==> config.mk <==
export PLATFORM = sky130hd
export DESIGN_NAME = fifo_rd_stream
export DESIGN_NICKNAME = d
export VERILOG_FILES = /design/src/rtl/fifo_rd_stream.sv
export SDC_FILE = /design/constraint.sdc
export NUM_CORES = 1
export LEC_CHECK = 0
export ABC_AREA = 1
export BUFFER_PORTS_ARGS = -buffer_cell sky130_fd_sc_hd__buf_2
export CORE_ASPECT_RATIO = 0.75
export CORE_MARGIN = 2
export CORE_UTILIZATION = 45
export CTS_CLUSTER_SIZE = 40
export DETAILED_ROUTE_END_ITERATION = 10
export PLACE_DENSITY_LB_ADDON = 0.3
export SLEW_MARGIN = 10
export SYNTH_ARGS = -nofsm -noshare
export SYNTH_HDL_FRONTEND = slang
export SYNTH_SLANG_ARGS = --single-unit
==> constraint.sdc <==
create_clock -name R_CLK -period 1.7 [get_ports R_CLK]
set_clock_uncertainty 0.1 [all_clocks]
set_input_delay 0 -clock R_CLK [delete_from_list [all_inputs] [get_ports R_CLK]]
set_output_delay 0 -clock R_CLK [all_outputs]
set_load 0.05 [all_outputs]
==> src/rtl/fifo_rd_stream.sv <==
// Read-side controller of the async FIFO: synchronizes the write Gray pointer,
// owns the read pointer, derives empty/fill, and pops words into a registered valid/ready stage.
module fifo_rd_stream #(
  parameter int DATA_WIDTH = 8,
  parameter int ADDR_WIDTH = 3,
  parameter int FIFO_DEP   = 8
) (
  input  logic                  R_CLK,
  input  logic                  R_RST,
  input  logic [ADDR_WIDTH:0]   wptr_gray,
  input  logic [DATA_WIDTH-1:0] r_data,
  output logic [ADDR_WIDTH-1:0] r_addr,
  output logic [ADDR_WIDTH:0]   rptr_gray,
  output logic                  rempty,
  output logic [ADDR_WIDTH:0]   rcount,
  output logic [DATA_WIDTH-1:0] m_data,
  output logic                  m_valid,
  input  logic                  m_ready
);

  if (FIFO_DEP != (1 << ADDR_WIDTH)) begin : g_dep_chk
    $error("FIFO_DEP must equal 2**ADDR_WIDTH");
  end

  logic [ADDR_WIDTH:0]   r_wq1, r_wq2;
  logic [ADDR_WIDTH:0]   r_rptr_bin, r_rptr_gray;
  logic [DATA_WIDTH-1:0] r_m_data;
  logic                  r_m_valid;

  logic [ADDR_WIDTH:0]   w_wq2_bin;
  logic [ADDR_WIDTH:0]   w_next_bin;
  logic [ADDR_WIDTH:0]   w_next_gray;
  logic                  w_empty;
  logic                  w_pop;

  // Gray decode: each binary bit is the XOR of all Gray bits at or above it.
  always_comb begin
    w_wq2_bin = '0;
    for (int i = 0; i <= ADDR_WIDTH; i++) begin
      w_wq2_bin[i] = ^(r_wq2 >> i);
    end
  end

  assign w_empty     = (r_rptr_gray == r_wq2);
  assign w_pop       = !w_empty && (!r_m_valid || m_ready);
  assign w_next_bin  = r_rptr_bin + {{ADDR_WIDTH{1'b0}}, w_pop};
  assign w_next_gray = w_next_bin ^ (w_next_bin >> 1);

  always_ff @(posedge R_CLK or negedge R_RST) begin
    if (!R_RST) begin
      r_wq1       <= '0;
      r_wq2       <= '0;
      r_rptr_bin  <= '0;
      r_rptr_gray <= '0;
    end else begin
      r_wq1       <= wptr_gray;
      r_wq2       <= r_wq1;
      r_rptr_bin  <= w_next_bin;
      r_rptr_gray <= w_next_gray;
    end
  end

  // Output stage: a pop refills it (even while the current word transfers).
  always_ff @(posedge R_CLK or negedge R_RST) begin
    if (!R_RST) begin
      r_m_data  <= '0;
      r_m_valid <= 1'b0;
    end else if (w_pop) begin
      r_m_data  <= r_data;
      r_m_valid <= 1'b1;
    end else if (r_m_valid && m_ready) begin
      r_m_valid <= 1'b0;
    end
  end

  assign r_addr    = r_rptr_bin[ADDR_WIDTH-1:0];
  assign rptr_gray = r_rptr_gray;
  assign rempty    = w_empty;
  assign rcount    = w_wq2_bin - r_rptr_bin;
  assign m_data    = r_m_data;
  assign m_valid   = r_m_valid;

endmodule

==> results.yml, run 1 <==
placement:
  gp_congestion: 0.743
  place_area_um2: 1560
  place_inst: 190
  io_buffers: 35
  dp_hpwl_um: 1640
critical_path:
  r2r_setup_slack_ns: -0.04
  cp.required_ns: 1.60
  arrival_ns: 2.18
  cp-end-kind: "primary output"
  worst_r2r_endpoint: "rptr_gray[0]"
  cp_max_fo: 2
  crit_type: "register to primary output"
  start_kind: "register"
  rr_worst_depth: 10
  regToRegStartpoint: "r_wq2[3]"
die:
  die_y_um: 48.3
  num_rows: 16
  die-area_um2: 3040
  coreArea_um2: 2540
  dieWidth_um: 63.0
  start_util: 0.463
  ioPinCount: 36
yosys:
  synth_most_common_cell: "dfrtp_1"
  synth_top_area_frac: 0.511
  netlist_instances: 109
  syn_area_um2: 1180
  yosysTopAreaCell: "dfrtp_1"
  synth-seq-cells: 24
  async_flop_share: 1.00
  synth_nets: 130
  synth_area_leaders: "dfrtp_1, nand2_2, nand2_1"
  synthFlopType: "dfrtp_1"
  ys_warn_count: 0
  ys_types: 19
  synth-edff-count: 0
  synthTopCellsByCount: "dfrtp_1, nand2_1, inv_1"
  avgSynthCellArea_um2: 10.8
  seq_area_frac_synth: 0.511
timing:
  tightest_slew_ns: 0.530
  hold_viol_final: 0
  fin_hold_ws_ns: 0.0592
  worst_slack_ns: -0.583
  fmax_mhz: 438
  rsz0062_at_grt: "yes"
  setup_viol: 6
  drv_slew: 0
  relSlewSlack: 0.647
  period_share: 1.34
  fin_crit_ns: 2.28
route:
  wl_per_cell_um: 12.4
  drt-pass1-iter-count: 4
  drc: 0
  wirelength_um: 2610
  viasPerCell: 4.43
  drt_iter0_markers: 16
  drtAntennaViolNets: 0
  num_vias: 931
finish:
  seq_area_um2: 611
  fin_util: 0.758
  design_area_um2: 1930
  multi_input_area_um2: 668
  diodes: 0
  stdcell_count: 210
  num-nets-final: 196
  layout-drive-gt1-share: 0.603
  nFillCells: 154
  syn2layout_area_growth_pct: 63.9
clock_tree:
  cts.sinks: 24
  clk_pin_slew_worst_paths_ns: 0.14
  cts_buffers: 3
  clockRootBuffer: "clkbuf_4"
  clock_latency_ns: 0.33
  htree_levels: 1
  cts_tree: "done"
  clockBufferDepth: 2
job:
  cap_viol_max_count: 0
status:
  violations: "setup timing"
  status: "finished, violations left"
power:
  p_per_area_nw_per_um2: 2090
  vdd_ir_drop_max_uv: 1480
  power.total_mw: 4.02
  p_leak_nw: 0.945
hold_path:
  hp-class: "primary input to async pin"
grt:
  grt_overflow: 0
  grt_pass1_vias: 806
  grt_first_pass_wirelength_um: 3520
  grt_usage: 0.161
  grt_start_max_net_pins: 25
  antenna_found_initial: 0
stage by stage:
stage          TNS (ns)  worst slack [ns]
3_3_place_gp     -0.652            -0.188
3_5_place_dp     -0.830            -0.255
2_1_floorplan    -0.974            -0.171
6_report          -1.78            -0.583
5_1_grt           -2.43            -0.687
4_1_cts           -1.98            -0.541
worst max path at each step:
| stage | from | end | slack (ns) | cells past startpoint |
|---|---|---|---|---|
| 2_1_floorplan | r_rptr_bin[3] | rptr_gray[0] | -0.17 | 10 |
| 3_3_place_gp | r_wq2[1] | rcount[3] | -0.19 | 9 |
| 3_5_place_dp | r_wq2[1] | rcount[3] | -0.25 | 9 |
| 4_1_cts | r_wq2[1] | rcount[3] | -0.54 | 9 |
| 5_1_grt | r_wq2[3] | rcount[3] | -0.69 | 9 |
| 6_report | r_wq2[3] | rcount[3] | -0.58 | 9 |
flip-flops by register name (all words and copies together), names as in the netlist:
signal      cells
m_data          8
r_wq1           4
m_valid         1
r_wq2           4
rptr_gray       3
r_rptr_bin      4
cells by family after synthesis:
group                      after synthesis  synth area share
AOI/OAI and AO/OA                        2           0.00850
and+or+nand+nor                         47             0.246
buffers and inverters                   18            0.0755
DFF                                     24             0.511
xor gates and xnor gates                12            0.0894
adders and majority gates                6            0.0702
report_power, final:
| part | leakage [nW] | internal, mW | total [mW] | switching [mW] |
|---|---|---|---|---|
| sequential | 0.273 | 0.749 | 0.920 | 0.171 |
| combinational | 0.644 | 1.00 | 2.68 | 1.68 |
| clock | 0.0279 | 0.239 | 0.421 | 0.183 |
| total | 0.945 | 1.99 | 4.02 | 2.04 |
per-layer routing:
layer	GRT usage	vias to the layer above	share of wire
met5	0	-	0
met4	0.0800	0	0.012
met3	0.0531	5	0.044
met2	0.257	23	0.50
met1	0.204	441	0.44
li1	-	462	-
repair_timing:
action	4_1_cts	5_1_grt
pin swaps	4	14
setup endpoints to repair	9	14
resized for setup	29	10
buffers inserted	2	1
hold buffers	14	0
hold endpoints to repair	37	0
layout make-up:
cell class	count	share of cell area
multi-input cells	67	0.347
clock buffers	3	0.0117
repair buffers	62	0.240
clock inverters	1	0.0156
flip-flops and latches	24	0.317
inverters	17	0.0461
well taps	36	0.0234
critical path, cell delays in order, from the launching register on:
cell     delay (ns)
dfrtp_2        0.45
xnor2_2        0.20
xor2_1         0.20
inv_1          0.08
ha_1           0.28
nand2_1        0.05
o21ai_1        0.17
buf_4          0.16
xnor2_4        0.10
buf_6          0.17
cell usage in the layout, fill, tap and decap left out, types with 5 or more instances in the layout:
cell type,n
nand2_2,16
dfrtp_1,16
buf_6,6
dlygate4sd3_1,14
buf_4,10
inv_2,5
buf_2,30
inv_1,8
nand2_1,12
xor2_1,5
nand3_1,8
dfrtp_2,8
(Power assumes the default switching activity.)
==> run 2: changes to the inputs <==
--- a/config.mk
+++ b/config.mk
@@ -5,11 +5,10 @@
 export SDC_FILE = /design/constraint.sdc
 export NUM_CORES = 1
 export LEC_CHECK = 0
-export ABC_AREA = 1
 export BUFFER_PORTS_ARGS = -buffer_cell sky130_fd_sc_hd__buf_2
 export CORE_ASPECT_RATIO = 0.75
 export CORE_MARGIN = 2
-export CORE_UTILIZATION = 45
+export CORE_UTILIZATION = 43
 export CTS_CLUSTER_SIZE = 40
 export DETAILED_ROUTE_END_ITERATION = 10
 export PLACE_DENSITY_LB_ADDON = 0.3
==> results.yml, run 2 <==
status:
  status: "finished, violations left"
  violations: "setup timing"
timing:
  drv_slew: 0
  rsz0062_at_grt: "yes"
  finalSetupTns_ns: -4.79
  period_share: 1.39
  tightest_slew_ns: 0.505
  fmax_mhz: 422
  fin_crit_ns: 2.37
  worst_slack_ns: -0.669
  relSlewSlack: 0.663
  setup_viol: 19
  hold_viol_final: 0
yosys:
  synth_compound_area_frac: 0.0384
  synth_fa_ha_area_frac: 0.0817
  synth_xor_area_frac: 0.137
  seq_area_frac_synth: 0.594
  ys_warn_count: 0
  yosysTopAreaCell: "dfrtp_1"
  avgSynthCellArea_um2: 14.7
  synth-edff-count: 0
  netlist_instances: 69
  yosys.area_share.simple: 0.0297
  synth_top_area_frac: 0.594
  synthTopCellsByCount: "dfrtp_1, xor2_1, inv_1, mux2_2"
  synth-seq-cells: 24
  ys_types: 15
  synth_nets: 90
  synthFlopType: "dfrtp_1"
  synth_mux_area_frac: 0.0891
  async_flop_share: 1.00
  synth_most_common_cell: "dfrtp_1"
  synth_area_leaders: "dfrtp_1, mux2_2, xor2_1"
  syn_area_um2: 1010
  synth_top_family_by_area: "XOR/XNOR gates"
finish:
  stdcell_count: 173
  largest_reg_flops: 8
  nFillCells: 128
  layout-drive-gt1-share: 0.633
  num-nets-final: 161
  syn2layout_area_growth_pct: 76.5
  final_cell_mix: "buf_2, dfrtp_1, dlygate4sd3_1"
  final_common_cell: "buf_2"
  diodes: 0
  fin_util: 0.786
route:
  wirelength_um: 2260
  num_vias: 758
  wl_per_cell_um: 13.0
  drtAntennaViolNets: 0
  drc: 0
  viasPerCell: 4.38
  drt-pass1-iter-count: 4
  drt_iter0_markers: 6
placement:
  gp_congestion: 0.792
  dp_hpwl_um: 1470
  place_inst: 152
  io_buffers: 35
critical_path:
  arrival_ns: 2.27
  start_kind: "register"
  cp_cell_sequence: "xor2_2 > xnor2_2 > xor2_1 > ha_2 > inv_1 > a21o_1 > a21oi_4 > xor2_4 > buf_6"
  cp_max_fo: 2
  crit_type: "register to primary output"
  cp-end-kind: "primary output"
  slowest_delay_ns: 0.44
  cp.required_ns: 1.60
  slowest_stage: "dfrtp_1"
clock_tree:
  clockBufferDepth: 2
  clk_pin_slew_worst_paths_ns: 0.13
  cts_buffers: 3
  clockRootBuffer: "clkbuf_4"
  htree_levels: 1
  cts_tree: "done"
  cts.sinks: 24
  clock_latency_ns: 0.31
die:
  start_util: 0.445
  die-area_um2: 2760
  ioPinCount: 36
  num_rows: 15
  die_y_um: 46.0
  coreArea_um2: 2270
  dieWidth_um: 60.0
grt:
  grt_pass1_vias: 777
  grt_usage: 0.165
  antenna_found_initial: 0
  grt_first_pass_wirelength_um: 3250
  grt_overflow: 0
  grt_start_max_net_pins: 25
hold_path:
  hp-class: "primary input to async pin"
job:
  cap_viol_max_count: 0
==> run 2: cell types whose count changed after synthesis, sizes merged, moves of 2 or more <==
cell	delta
nand2	-32
inv	-8
mux2	+8
nand3	-8
nor2	-5
xor2	+4
a21oi	+2
==> run 2: critical path, delay by kind of cell (launching register included) <==
family / cells / cell delay, ns
AOI/OAI and AO/OA: 2 / 0.37
xor gates and xnor gates: 4 / 0.73
adders and majority gates: 1 / 0.22
buffers and inverters: 2 / 0.21
DFF: 1 / 0.44
==> run 2: layer usage <==
| metal | vias to the layer above | GRT usage | share of wire |
|---|---|---|---|
| met1 | 367 | 0.201 | 0.41 |
| li1 | 362 | - | - |
| met4 | 0 | 0.0844 | 0.019 |
| met2 | 23 | 0.285 | 0.54 |
| met5 | - | 0 | 0 |
| met3 | 6 | 0.0256 | 0.035 |
==> run 2: metrics by stage <==
stage / hold slack, ns / instance area (um2) / worst slack [ns]
after global routing: 0.118 / 1780 / -0.806
after detailed placement: -0.105 / 1430 / -0.479
after CTS: 0.0889 / 1730 / -0.694
after global placement: -0.110 / 1430 / -0.378
final: 0.0738 / 1780 / -0.669
after floorplan: -0.396 / 1110 / -0.728
==> run 2: kinds of logic after synthesis <==
group | after synthesis
AO/OA/AOI/OAI | 5
XOR/XNOR | 15
adder cells (fa/ha/maj) | 6
buffers and inverters | 8
flip-flops | 24
multiplexers | 8
AND/OR/NAND/NOR | 3
==> run 2: worst paths after layout <==
| kind | startpoint | slack (ns) | depth (start not counted) | to |
|---|---|---|---|---|
| max reg2reg | r_wq2[2] | -0.28 | 7 | rptr_gray[0] |
| max | r_wq2[3] | -0.67 | 9 | rcount[3] |
| max in group asynchronous | R_RST | 1.05 | 2 | r_rptr_bin[3] |
| min in group R_CLK | wptr_gray[1] | 0.23 | 2 | r_wq1[1] |
| min reg2reg | r_wq1[0] | 0.26 | 0 | r_wq2[0] |
| min | R_RST | 0.07 | 2 | m_data[1] |
==> run 2: layout make-up <==
| type | count | area [um2] | share of cell area |
|---|---|---|---|
| inverters | 8 | 30.0 | 0.0168 |
| well taps | 34 | 42.5 | 0.0238 |
| multi-input cells | 37 | 566 | 0.317 |
| clock buffers | 4 | 36.3 | 0.0203 |
| repair buffers | 66 | 504 | 0.283 |
| flip-flops and latches | 24 | 606 | 0.339 |
==> run 2: what timing repair did <==
item	4_1_cts	5_1_grt
endpoints found under the hold margin	37	0
buffers inserted	3	0
pin swaps	7	6
endpoints found under the setup margin	19	21
hold buffers	14	0
gates resized for setup	23	15
Power of run 2 is not shown: default switching activity piles up to over one toggle a cycle in this logic, so the estimate is an artifact.
